**config.mk**
```make
export PLATFORM = sky130hd
export DESIGN_NAME = cpu_obi_arbiter
export DESIGN_NICKNAME = d
export VERILOG_FILES = /design/src/rtl/cpu_obi_arbiter.sv
export SDC_FILE = /design/constraint.sdc
export NUM_CORES = 1
export LEC_CHECK = 0
export CAP_MARGIN = 20
export CORE_AREA = 2 2 123 125
export DETAILED_ROUTE_END_ITERATION = 8
export DIE_AREA = 0 0 125 127
export GPL_TIMING_DRIVEN = 0
export PLACE_DENSITY = 0.55
export SLEW_MARGIN = 20
export SYNTH_ARGS = -nofsm -noshare
export SYNTH_HDL_FRONTEND = slang
export SYNTH_SLANG_ARGS = --single-unit
```
**constraint.sdc**
```tcl
create_clock -name clk_i -period 4.1 [get_ports clk_i]
set_input_delay 0.82 -clock clk_i [delete_from_list [all_inputs] [get_ports clk_i]]
set_output_delay 0.82 -clock clk_i [all_outputs]
set_load 0.02 [all_outputs]
```
**src/rtl/cpu_obi_arbiter.sv**
```systemverilog
// cpu_obi_arbiter: merges the OBI ports of NUM_CORES CPU subsystems onto one
// OBI manager port toward the system bus.
//   clk_i, rst_ni   clock, asynchronous active-low reset
//   core_req_i      per-core OBI request  (req, we, be, addr, wdata)
//   core_resp_o     per-core OBI response (gnt, rvalid, rdata)
//   bus_req_o       merged request toward the bus
//   bus_resp_i      bus response
//   outstanding_o   number of granted transactions still awaiting rvalid
//   err_o           sticky protocol error (rvalid with nothing outstanding,
//                   or gnt without a request); cleared only by reset
// Round-robin arbitration, request locking while a request waits for gnt
// (keeps addr/we/be/wdata stable), and an in-order ID FIFO that routes each
// rvalid back to the core that issued the request.

package obi_pkg;
  typedef struct packed {
    logic        req;
    logic        we;
    logic [3:0]  be;
    logic [31:0] addr;
    logic [31:0] wdata;
  } obi_req_t;

  typedef struct packed {
    logic        gnt;
    logic        rvalid;
    logic [31:0] rdata;
  } obi_resp_t;
endpackage

module cpu_obi_arbiter
  import obi_pkg::*;
#(
  parameter int unsigned NUM_CORES       = 2,
  parameter int unsigned MAX_OUTSTANDING = 2
) (
  input  logic                                 clk_i,
  input  logic                                 rst_ni,
  input  obi_req_t  [NUM_CORES-1:0]            core_req_i,
  output obi_resp_t [NUM_CORES-1:0]            core_resp_o,
  output obi_req_t                             bus_req_o,
  input  obi_resp_t                            bus_resp_i,
  output logic [$clog2(MAX_OUTSTANDING+1)-1:0] outstanding_o,
  output logic                                 err_o
);

  localparam int unsigned IDX_W = (NUM_CORES > 1) ? $clog2(NUM_CORES) : 1;
  localparam int unsigned PTR_W = (MAX_OUTSTANDING > 1) ? $clog2(MAX_OUTSTANDING) : 1;
  localparam int unsigned CNT_W = $clog2(MAX_OUTSTANDING + 1);

  typedef enum logic {
    UNLOCKED,
    LOCKED
  } lock_state_e;

  lock_state_e                              lock_state_q, lock_state_d;
  logic [IDX_W-1:0]                         lock_idx_q, lock_idx_d;
  logic [IDX_W-1:0]                         rr_ptr_q, rr_ptr_d;
  logic [MAX_OUTSTANDING-1:0][IDX_W-1:0]    fifo_q, fifo_d;
  logic [PTR_W-1:0]                         rd_ptr_q, rd_ptr_d;
  logic [PTR_W-1:0]                         wr_ptr_q, wr_ptr_d;
  logic [CNT_W-1:0]                         count_q, count_d;
  logic                                     err_q, err_d;

  logic             lock_q;
  logic             win_valid;
  logic [IDX_W-1:0] win_idx;
  int unsigned      cand;
  int unsigned      nxt;
  logic             fifo_full;
  logic             fifo_empty;
  logic             issue;
  logic             push;
  logic             pop;
  logic [IDX_W-1:0] head;

  function automatic logic [PTR_W-1:0] ptr_inc(input logic [PTR_W-1:0] p);
    if (32'(p) == MAX_OUTSTANDING - 1) return '0;
    return p + PTR_W'(1);
  endfunction

  assign lock_q     = (lock_state_q == LOCKED);
  assign fifo_full  = (count_q == CNT_W'(MAX_OUTSTANDING));
  assign fifo_empty = (count_q == '0);
  assign head       = fifo_q[rd_ptr_q];

  // Winner: locked core if a request is pending grant, otherwise the first
  // requester at or after the round-robin pointer (wrapping).
  always_comb begin
    win_valid = 1'b0;
    win_idx   = '0;
    cand      = 0;
    if (lock_q) begin
      win_valid = 1'b1;
      win_idx   = lock_idx_q;
    end else begin
      for (int unsigned off = 0; off < NUM_CORES; off++) begin
        cand = 32'(rr_ptr_q) + off;
        if (cand >= NUM_CORES) cand = cand - NUM_CORES;
        if (!win_valid && core_req_i[cand].req) begin
          win_valid = 1'b1;
          win_idx   = IDX_W'(cand);
        end
      end
    end
  end

  // Full FIFO blocks issue even when a pop happens this cycle (no bypass).
  assign issue = win_valid && !fifo_full;
  assign push  = issue && bus_resp_i.gnt;
  assign pop   = bus_resp_i.rvalid && !fifo_empty;

  always_comb begin
    bus_req_o = '0;
    if (win_valid) bus_req_o = core_req_i[win_idx];
    bus_req_o.req = issue;
  end

  always_comb begin
    core_resp_o = '0;
    for (int unsigned i = 0; i < NUM_CORES; i++) begin
      core_resp_o[i].gnt    = push && (win_idx == IDX_W'(i));
      core_resp_o[i].rvalid = pop && (head == IDX_W'(i));
      core_resp_o[i].rdata  = bus_resp_i.rdata;
    end
  end

  always_comb begin
    lock_state_d = lock_state_q;
    lock_idx_d   = lock_idx_q;
    rr_ptr_d     = rr_ptr_q;
    fifo_d       = fifo_q;
    rd_ptr_d     = rd_ptr_q;
    wr_ptr_d     = wr_ptr_q;
    count_d      = count_q;
    err_d        = err_q;
    nxt          = 0;

    unique case (lock_state_q)
      UNLOCKED: begin
        if (issue && !bus_resp_i.gnt) begin
          lock_state_d = LOCKED;
          lock_idx_d   = win_idx;
        end
      end
      LOCKED: begin
        if (bus_resp_i.gnt) lock_state_d = UNLOCKED;
      end
      default: lock_state_d = UNLOCKED;
    endcase

    if (push) begin
      fifo_d[wr_ptr_q] = win_idx;
      wr_ptr_d         = ptr_inc(wr_ptr_q);
      nxt              = 32'(win_idx) + 1;
      if (nxt >= NUM_CORES) nxt = 0;
      rr_ptr_d         = IDX_W'(nxt);
    end
    if (pop) rd_ptr_d = ptr_inc(rd_ptr_q);

    case ({push, pop})
      2'b10:   count_d = count_q + CNT_W'(1);
      2'b01:   count_d = count_q - CNT_W'(1);
      default: count_d = count_q;
    endcase

    if ((bus_resp_i.rvalid && fifo_empty) || (bus_resp_i.gnt && !issue)) err_d = 1'b1;
  end

  always_ff @(posedge clk_i or negedge rst_ni) begin
    if (!rst_ni) begin
      lock_state_q <= UNLOCKED;
      lock_idx_q   <= '0;
      rr_ptr_q     <= '0;
      fifo_q       <= '0;
      rd_ptr_q     <= '0;
      wr_ptr_q     <= '0;
      count_q      <= '0;
      err_q        <= 1'b0;
    end else begin
      lock_state_q <= lock_state_d;
      lock_idx_q   <= lock_idx_d;
      rr_ptr_q     <= rr_ptr_d;
      fifo_q       <= fifo_d;
      rd_ptr_q     <= rd_ptr_d;
      wr_ptr_q     <= wr_ptr_d;
      count_q      <= count_d;
      err_q        <= err_d;
    end
  end

  assign outstanding_o = count_q;
  assign err_o         = err_q;

endmodule

```
==> results of run 1 <==
## per-stage QoR
step	area [µm²]	util	cells	power (mW)	setup WS, ns
4_1_cts	5500	0.381	808	2.06	0.170
6_report	5500	0.381	808	2.02	0.235
5_1_grt	5500	0.381	808	2.15	0.0612
3_3_place_gp	5430	0.376	805	1.86	0.239
3_5_place_dp	5430	0.376	805	1.88	0.177
2_1_floorplan	2350	-	337	1.11	1.44
## sequential cells by signal, summed over array words and instances, names as in the netlist
register       flops
wr_ptr_q           1
outstanding_o      2
lock_idx_q         1
rd_ptr_q           1
err_o              1
rr_ptr_q           1
lock_q             1
fifo_q             2
## cell type report
cell class              count  area, µm²  share of cell area
plain buffers              81        627               0.114
clock buffers               3       75.1              0.0136
inverters                  70        263              0.0478
multi-input cells         176       1210               0.221
flip-flops and latches     10        250              0.0455
well taps                 184        230              0.0418
repair buffers            284       2840               0.517
## how the worst max path moves through the flow
stage / from / to / slack (ns) / cells past startpoint
2_1_floorplan: core_req_i[69] / bus_req_o[10] / 1.44 / 5
3_3_place_gp: core_req_i[69] / bus_req_o[28] / 0.24 / 7
3_5_place_dp: core_req_i[69] / bus_req_o[28] / 0.18 / 7
4_1_cts: core_req_i[69] / bus_req_o[28] / 0.17 / 7
5_1_grt: core_req_i[69] / bus_req_o[28] / 0.06 / 7
6_report: core_req_i[69] / bus_req_o[42] / 0.23 / 7
## synthesized netlist by cell type (all sizes together)
library cell  count  share of area
a21oi             2         0.0043
a31oi             1         0.0027
and2              1         0.0027
and4              1         0.0037
buf              81           0.27
dfrtp            10           0.11
ha                1         0.0053
inv              70           0.11
mux2              3          0.014
mux2i            71           0.30
nand2            71           0.11
nand2b            2         0.0053
nand3             1         0.0043
nand4             1         0.0027
nand4b            1         0.0037
nor2              7          0.011
nor2b             2         0.0053
nor3              1         0.0021
o21a              1         0.0032
o21ai             3         0.0064
or3               1         0.0048
xnor2             4          0.015
xor2              1         0.0037
## report_power, final
part	internal, mW	total, mW	switching [mW]	leakage, nW
combinational	0.879	1.66	0.786	2.68
clock	0.126	0.168	0.0423	0.0370
sequential	0.144	0.185	0.0419	0.115
## routing by layer
layer,routed length [µm],share of wire,track usage
met1,3770,0.34,0.132
met2,5990,0.55,0.253
met4,123,0.011,0.0196
met3,1050,0.096,0.0394
met5,0,0,0
## worst max-delay path: cells and delay by family
| kind | cells | cell delay, ns |
|---|---|---|
| AND/OR/NAND/NOR | 1 | 0.19 |
| multiplexers | 1 | 0.30 |
| AO/OA/AOI/OAI | 1 | 0.14 |
| buffers and inverters | 4 | 1.59 |
## cell families (layout without fill, tap and decap cells)
group / Yosys count / count (layout) / share of synthesized area
muxes: 74 / 74 / 0.316
AOI/OAI and AO/OA: 7 / 7 / 0.0165
and+or+nand+nor: 89 / 89 / 0.159
xor gates and xnor gates: 5 / 5 / 0.0186
DFF: 10 / 10 / 0.106
adders and majority gates: 1 / 1 / 0.00532
buffers and inverters: 151 / 438 / 0.378
==> out/metrics.cfg, run 1 <==
[setup_path]
path_max_fanout=10
r2r_slack_ns=2.40
critPathLaunchType=input port
worstSetupPathType=input port to output port
rr_worst_depth=5
crit_required_ns=3.28
cpPeakStageDelay_ns=0.66
r2r-start=outstanding_o[0]
reg2reg_to=outstanding_o[1]
endpoint_kind=output port
worstPathArrival_ns=3.05
critPathSlowestCell=clkdlybuf4s50_1
path_cells=clkdlybuf4s50_1 > nor2b_1 > o21a_1 > buf_4 > buf_6 > mux2i_1 > clkdlybuf4s50_1
crit_top_cell=clkdlybuf4s50_1

[sta]
rsz0062_at_grt=false
worst_pin_slew_ns=0.512
min_period_ns=3.87
slew_headroom=0.655
maxSlewViolCount=0
clock_skew_ns=0.000496
final_hold_viol_count=0
finalSetupViolations=0
max_freq_mhz=259
final.setup.tns_ns=0
fin_crit_sh=0.943
holdWs_ns=0.484

[global_routing]
grt-ovfl-total=0
grt_pass1_vias=3195
grt.total_usage=0.127
grt_pass1_wl_mm=16.5
antenna_found_initial=0
grt_max_degree=11

[placement]
dp_hpwl_mm=9.48
port_buffers=284
place.gp.congestion=0.817

[yosys]
ys_seq_elements=10
ys_types=26
yosysSeqAreaShare=0.106
syn_inst=337
synth.net_count=514
syn_area_um2=2350
yosys_warnings=0
synth_area_per_cell_um2=6.98

[min_path]
hold_class=flip-flop to flip-flop
worstHoldEndpoint=err_o
hp-start=err_o
min_path_cells=2

[drt]
drt_pass1_iterations=4
drt_wl_total_mm=10.9
num_vias=3070
drt_iter0_markers=44
post-route-drc-count=0
ant_nets=0
wl_per_cell_um=13.5
via_per_inst=3.80

[final_layout]
final_cell_mix=284 x clkdlybuf4s50_1, 71 x nand2_1, 71 x mux2i_1, 70 x inv_1, 66 x buf_4
final_net_count=803
mostFrequentLayoutCell=clkdlybuf4s50_1
n_fill_cell=1496
n_antenna_cell=0
drive_gt1_frac=0.139
syn_to_final_growth_pct=134

[cts]
clk_pin_slew_ns=0.04
clockBufferDepth=2
cts_root_buf=clkbuf_16
insertion_delay_ns=0.23
cts_setup_buffers=0
htree_levels=1
clock_sinks=10
cts_resized=0
cts_tree=yes
cts_made_buffers=3
hold_buffers=0

[floorplanning]
die_y_um=127
initial_core_util=0.163
num_rows=44
io_pins=317
die_w_um=125
dieArea_um2=15900
core_area_um2=14400

[run]
drv_cap=0

[run_status]
status=complete, no violations

[power]
power.density_nw_per_um2=367
peakVddDrop_mv=0.256
p_leak_nw=2.84

Note: power is estimated with default switching activity, not from simulation.
==> run 2: changes to the inputs <==
--- a/config.mk
+++ b/config.mk
@@ -11,7 +11,6 @@
 export DIE_AREA = 0 0 125 127
 export GPL_TIMING_DRIVEN = 0
 export PLACE_DENSITY = 0.55
-export SLEW_MARGIN = 20
 export SYNTH_ARGS = -nofsm -noshare
 export SYNTH_HDL_FRONTEND = slang
 export SYNTH_SLANG_ARGS = --single-unit
==> results of run 2 <==
No change in the layout: final DEF, timing and power equal those of run 1.
